File: config.mk
export PLATFORM = sky130hd
export DESIGN_NAME = rgb_scene_sequencer
export DESIGN_NICKNAME = d
export VERILOG_FILES = /design/src/rtl/rgb_scene_sequencer.sv
export SDC_FILE = /design/constraint.sdc
export NUM_CORES = 1
export LEC_CHECK = 0
export CAP_MARGIN = 20
export CORE_MARGIN = 5
export CORE_UTILIZATION = 50
export DETAILED_ROUTE_END_ITERATION = 10
export PLACE_DENSITY = 0.69
export SLEW_MARGIN = 20
export SYNTH_ARGS = -nofsm -noshare
export SYNTH_HDL_FRONTEND = slang
export SYNTH_SLANG_ARGS = --single-unit
File: constraint.sdc
create_clock -name clk -period 2.75 [get_ports clk]
set_input_delay 0.275 -clock clk [delete_from_list [all_inputs] [get_ports clk]]
set_output_delay 0.275 -clock clk [all_outputs]
set_load 0.03 [all_outputs]
File: src/rtl/rgb_scene_sequencer.sv
// Key-driven scene controller for the two RGB LED channels; steps colour phase on a ms dwell.
// All outputs registered (one cycle after inputs); no backpressure, key_pulse always wins over a step.
module rgb_scene_sequencer #(
    parameter int TICK_DIV = 12000,
    parameter int STEP_MS  = 500
) (
    input  logic       clk,
    input  logic       real_rst,
    input  logic       key_pulse,
    input  logic [3:0] speed,
    output logic [1:0] scene,
    output logic [2:0] color0,
    output logic [2:0] color1,
    output logic       en0,
    output logic       en1,
    output logic [3:0] freq0,
    output logic [3:0] freq1,
    output logic       step_strobe
);

    localparam logic [1:0]  S_OFF     = 2'd0;
    localparam logic [1:0]  S_BREATH  = 2'd1;
    localparam logic [1:0]  S_CHASE   = 2'd2;
    localparam logic [1:0]  S_ALT     = 2'd3;
    localparam logic [15:0] TICK_LAST = 16'(TICK_DIV - 1);
    localparam logic [13:0] STEP_W    = 14'(STEP_MS);
    localparam logic [2:0]  CODE_OFF  = 3'b111;

    logic [1:0]  phase;
    logic        side;
    logic [15:0] presc;
    logic [13:0] ms_cnt;

    logic        run;
    logic        tick;
    logic        step;
    logic [13:0] dwell;
    logic [13:0] dwell_m1;
    logic [1:0]  scene_nx;
    logic [1:0]  phase_nx;
    logic [1:0]  phase_adv;
    logic        side_nx;
    logic [2:0]  color0_nx;
    logic [2:0]  color1_nx;
    logic        en0_nx;
    logic        en1_nx;
    logic [3:0]  freq1_nx;

    function automatic logic [1:0] next_phase(input logic [1:0] p);
        return (p == 2'd2) ? 2'd0 : p + 2'd1;
    endfunction

    function automatic logic [2:0] code(input logic [1:0] p);
        case (p)
            2'd0:    return 3'b110;
            2'd1:    return 3'b101;
            default: return 3'b011;
        endcase
    endfunction

    // Greater-or-equal compare lets a mid-dwell speed decrease step at the next tick.
    assign run       = (scene != S_OFF);
    assign tick      = run && (presc == TICK_LAST);
    assign dwell     = STEP_W * (14'(speed) + 14'd1);
    assign dwell_m1  = dwell - 14'd1;
    assign step      = tick && !key_pulse && (ms_cnt >= dwell_m1);
    assign phase_adv = next_phase(phase);

    always_comb begin
        scene_nx = scene;
        phase_nx = phase;
        side_nx  = side;
        if (key_pulse) begin
            scene_nx = scene + 2'd1;
            phase_nx = 2'd0;
            side_nx  = 1'b0;
        end else if (step) begin
            if (scene == S_ALT) begin
                side_nx = ~side;
                if (side) phase_nx = phase_adv;
            end else begin
                phase_nx = phase_adv;
            end
        end
    end

    always_comb begin
        color0_nx = CODE_OFF;
        color1_nx = CODE_OFF;
        en0_nx    = 1'b0;
        en1_nx    = 1'b0;
        freq1_nx  = speed;
        case (scene_nx)
            S_BREATH: begin
                en0_nx    = 1'b1;
                en1_nx    = 1'b1;
                color0_nx = code(phase_nx);
                color1_nx = code(phase_nx);
            end
            S_CHASE: begin
                en0_nx    = 1'b1;
                en1_nx    = 1'b1;
                color0_nx = code(phase_nx);
                color1_nx = code(next_phase(phase_nx));
                freq1_nx  = ~speed;
            end
            S_ALT: begin
                if (side_nx) begin
                    en1_nx    = 1'b1;
                    color1_nx = code(phase_nx);
                end else begin
                    en0_nx    = 1'b1;
                    color0_nx = code(phase_nx);
                end
            end
            default: ;
        endcase
    end

    always_ff @(posedge clk or negedge real_rst) begin
        if (!real_rst) begin
            scene       <= S_OFF;
            phase       <= 2'd0;
            side        <= 1'b0;
            presc       <= 16'd0;
            ms_cnt      <= 14'd0;
            color0      <= CODE_OFF;
            color1      <= CODE_OFF;
            en0         <= 1'b0;
            en1         <= 1'b0;
            freq0       <= 4'd0;
            freq1       <= 4'd0;
            step_strobe <= 1'b0;
        end else begin
            scene <= scene_nx;
            phase <= phase_nx;
            side  <= side_nx;
            if (key_pulse || !run || tick) presc <= 16'd0;
            else                           presc <= presc + 16'd1;
            if (key_pulse || !run || step) ms_cnt <= 14'd0;
            else if (tick)                 ms_cnt <= ms_cnt + 14'd1;
            color0      <= color0_nx;
            color1      <= color1_nx;
            en0         <= en0_nx;
            en1         <= en1_nx;
            freq0       <= speed;
            freq1       <= freq1_nx;
            step_strobe <= step;
        end
    end

endmodule

==> impl_metrics.ini <==
[clocking]
clk_latency_ns = 0.31
clock_sinks = 52
clkTransAtPathRegs_ns = 0.10
cts_tree = done
cts_buffer_depth = 2
root_buffer = clkbuf_8
htree_num_levels = 2
numCtsBuffers = 5

[run_status]
status = complete, but fails checks
violations = setup timing

[finish]
nets = 543
final_cell_area_um2 = 4990
final_cell_mix = buf_4 (61), dfrtp_1 (46), nor2_1 (38), ha_1 (38), inv_1 (29)
syn_to_final_growth_pct = 33.3
diodes = 0
final_common_cell = buf_4
fill_cells = 596
drive_gt1_frac = 0.277

[sta]
period_minus_slack_ns = 5.29
setup_viol = 26
holdWs_ns = 0.0260
max_slew.worst_pin.slew_ns = 0.761
report.final.slew_viol_count = 0
rsz0062_at_grt = yes
setup_slack_ns = -2.54
slew-limit-headroom = 0.492
finalClockSkew_ns = 0.00673
fmax_ghz = 0.189
fin_crit_sh = 1.93
hold_viol = 0

[setup_path]
startpoint_type = primary input
crit_type = in -> reg
required_ns = 3.00
worstPathMaxFanout = 4
crit_path_max_incr_delay_ns = 0.58
slowest_stage = fa_1
critical_path_arrival_ns = 5.55
rrSetupSlack_ns = 0.21
end_kind = flip-flop

[route]
drc_errors = 0
wl_per_cell_um = 14.9
first_iter_violations = 82
drt_wl_total_um = 8690
firstDrtPassIters = 4
ant_nets = 0
viasPerCell = 5.34
vias = 3107

[synth]
postSynthAreaPerCell_um2 = 9.63
post_synth_instance_area_um2 = 3750
synth-main-ff-cell = dfrtp_1
yosysTopAreaCell = dfrtp_1
synth-edff-count = 0
ys_types = 52
syn_inst = 389
synth_warnings = 0
netlist.area_leader.share = 0.307
yosysSeqAreaShare = 0.349
synth_seq_cells = 52
synth_area_leaders = dfrtp_1 (31%), ha_1 (15%), xor2_1 (5.4%), fa_1 (5.3%), xnor2_1 (4.4%)
synthArstFlopShare = 1.00
synth_nets = 450

[min_path]
hp-class = in -> async

[placed_design]
dp_worst_setup_slack_ns = -3.42
placed_cell_area_um2 = 4620
io_buffers = 25
gp_congestion = 0.803
dp_hpwl_um = 6500

[global_routing]
grt_pass1_wl_um = 14700
grt_pass1_vias = 3156
grt_max_degree = 34
antenna_found_initial = 0
grtUsageTotal = 0.201
grt-ovfl-total = 0

[job]
max_cap_viol_count = 0

[floorplan]
core_um2 = 7290
top_level_ports = 26
rows = 31
dieArea_um2 = 9330
die-height_um = 96.6
initial_utilization = 0.514
die_x_um = 96.6

[power]
powerDensity_nw_per_um2 = 795
p_leak_uw = 0.00226
peakVddDrop_mv = 0.651
==> worst max-delay path, delay by kind of cell <==
kind / cells / cell delay (ns)
xor gates and xnor gates: 3 / 0.53
muxes: 1 / 0.21
adders and majority gates: 5 / 1.82
buffers and inverters: 5 / 0.66
and+or+nand+nor: 5 / 0.59
AOI/OAI and AO/OA: 7 / 1.45
==> area by class of cell <==
cell class              instances  area (um2)  area share
inverters                      34         128      0.0256
well taps                      99         124      0.0248
clock buffers                   6        72.6      0.0145
repair buffers                 93         787       0.158
multi-input cells             296        2540       0.508
clock inverters                 2        38.8     0.00777
flip-flops and latches         52        1310       0.262
==> cells in the mapped netlist (2+ instances only) <==
| library cell | instances |
|---|---|
| nor2_1 | 40 |
| clkbuf_1 | 5 |
| nor3b_1 | 5 |
| nand2_1 | 21 |
| dfrtp_1 | 46 |
| o21a_1 | 7 |
| xnor2_1 | 19 |
| a21oi_1 | 20 |
| o31a_1 | 3 |
| xor2_1 | 23 |
| inv_1 | 34 |
| nand2b_1 | 3 |
| and3_1 | 7 |
| ha_1 | 44 |
| and2_1 | 2 |
| or3_1 | 9 |
| mux2i_1 | 4 |
| nand4_1 | 9 |
| o21ai_0 | 15 |
| nor2b_1 | 2 |
| dfstp_2 | 6 |
| fa_1 | 10 |
| and4_1 | 2 |
| or2_2 | 2 |
| nand3_1 | 13 |
| nor4_1 | 2 |
| a21oi_2 | 2 |
| nor3_1 | 10 |
==> where the power goes <==
group | switching, uW | internal (uW) | total, uW | leakage (uW)
sequential | 57.0 | 913 | 970 | 0.000678
clock | 269 | 276 | 545 | 0.0000558
combinational | 1320 | 1130 | 2460 | 0.00152
==> logic make-up after synthesis <==
group | count (synthesis) | share of synthesized area
flip-flops | 52 | 0.349
AO/OA/AOI/OAI | 62 | 0.111
multiplexers | 6 | 0.0177
buffers and inverters | 41 | 0.0441
AND/OR/NAND/NOR | 132 | 0.179
XOR/XNOR | 42 | 0.0982
adder cells (fa/ha/maj) | 54 | 0.200
==> per-stage QoR <==
stage | utilization | TNS (ns) | total power, uW | cells
floorplan | - | -61.00 | 2400 | 389
global placement | 0.633 | -80.19 | 3100 | 559
detailed placement | 0.633 | -82.66 | 3150 | 559
CTS | 0.667 | -58.66 | 3810 | 575
global route | 0.685 | -67.46 | 4250 | 582
finish | 0.685 | -61.84 | 3970 | 582
==> final timing paths <==
check | start | to | cells past startpoint
min in group clk | speed[1] | freq0[1] | 2
max in group asynchronous | real_rst | color0[0] | 2
worst max-delay path | speed[0] | color1[2] | 26
worst min register to register | presc[0] | presc[0] | 1
worst min-delay path | real_rst | ms_cnt[8] | 1
worst max register to register | scene[0] | color1[2] | 10
==> metal layers <==
layer | global-route usage | part of all wire | up-vias
met5 | 0 | 0 | -
met1 | 0.267 | 0.45 | 1528
met3 | 0.0333 | 0.031 | 14
met4 | 0.0456 | 0.014 | 0
li1 | - | - | 1518
met2 | 0.344 | 0.50 | 47
==> state kept, by name, indices dropped and copies added, names as in the netlist <==
name	cells
freq0	4
side	1
color0	3
color1	3
step_strobe	1
scene	2
presc	16
freq1	4
phase	2
en1	1
ms_cnt	14
en0	1
==> repair_timing <==
action	CTS	global route
setup endpoints to repair	26	26
setup buffers	9	8
pin swaps	32	27
hold buffers	0	0
gates resized for setup	41	17
endpoints found under the hold margin	0	0
(Power assumes the default switching activity.)
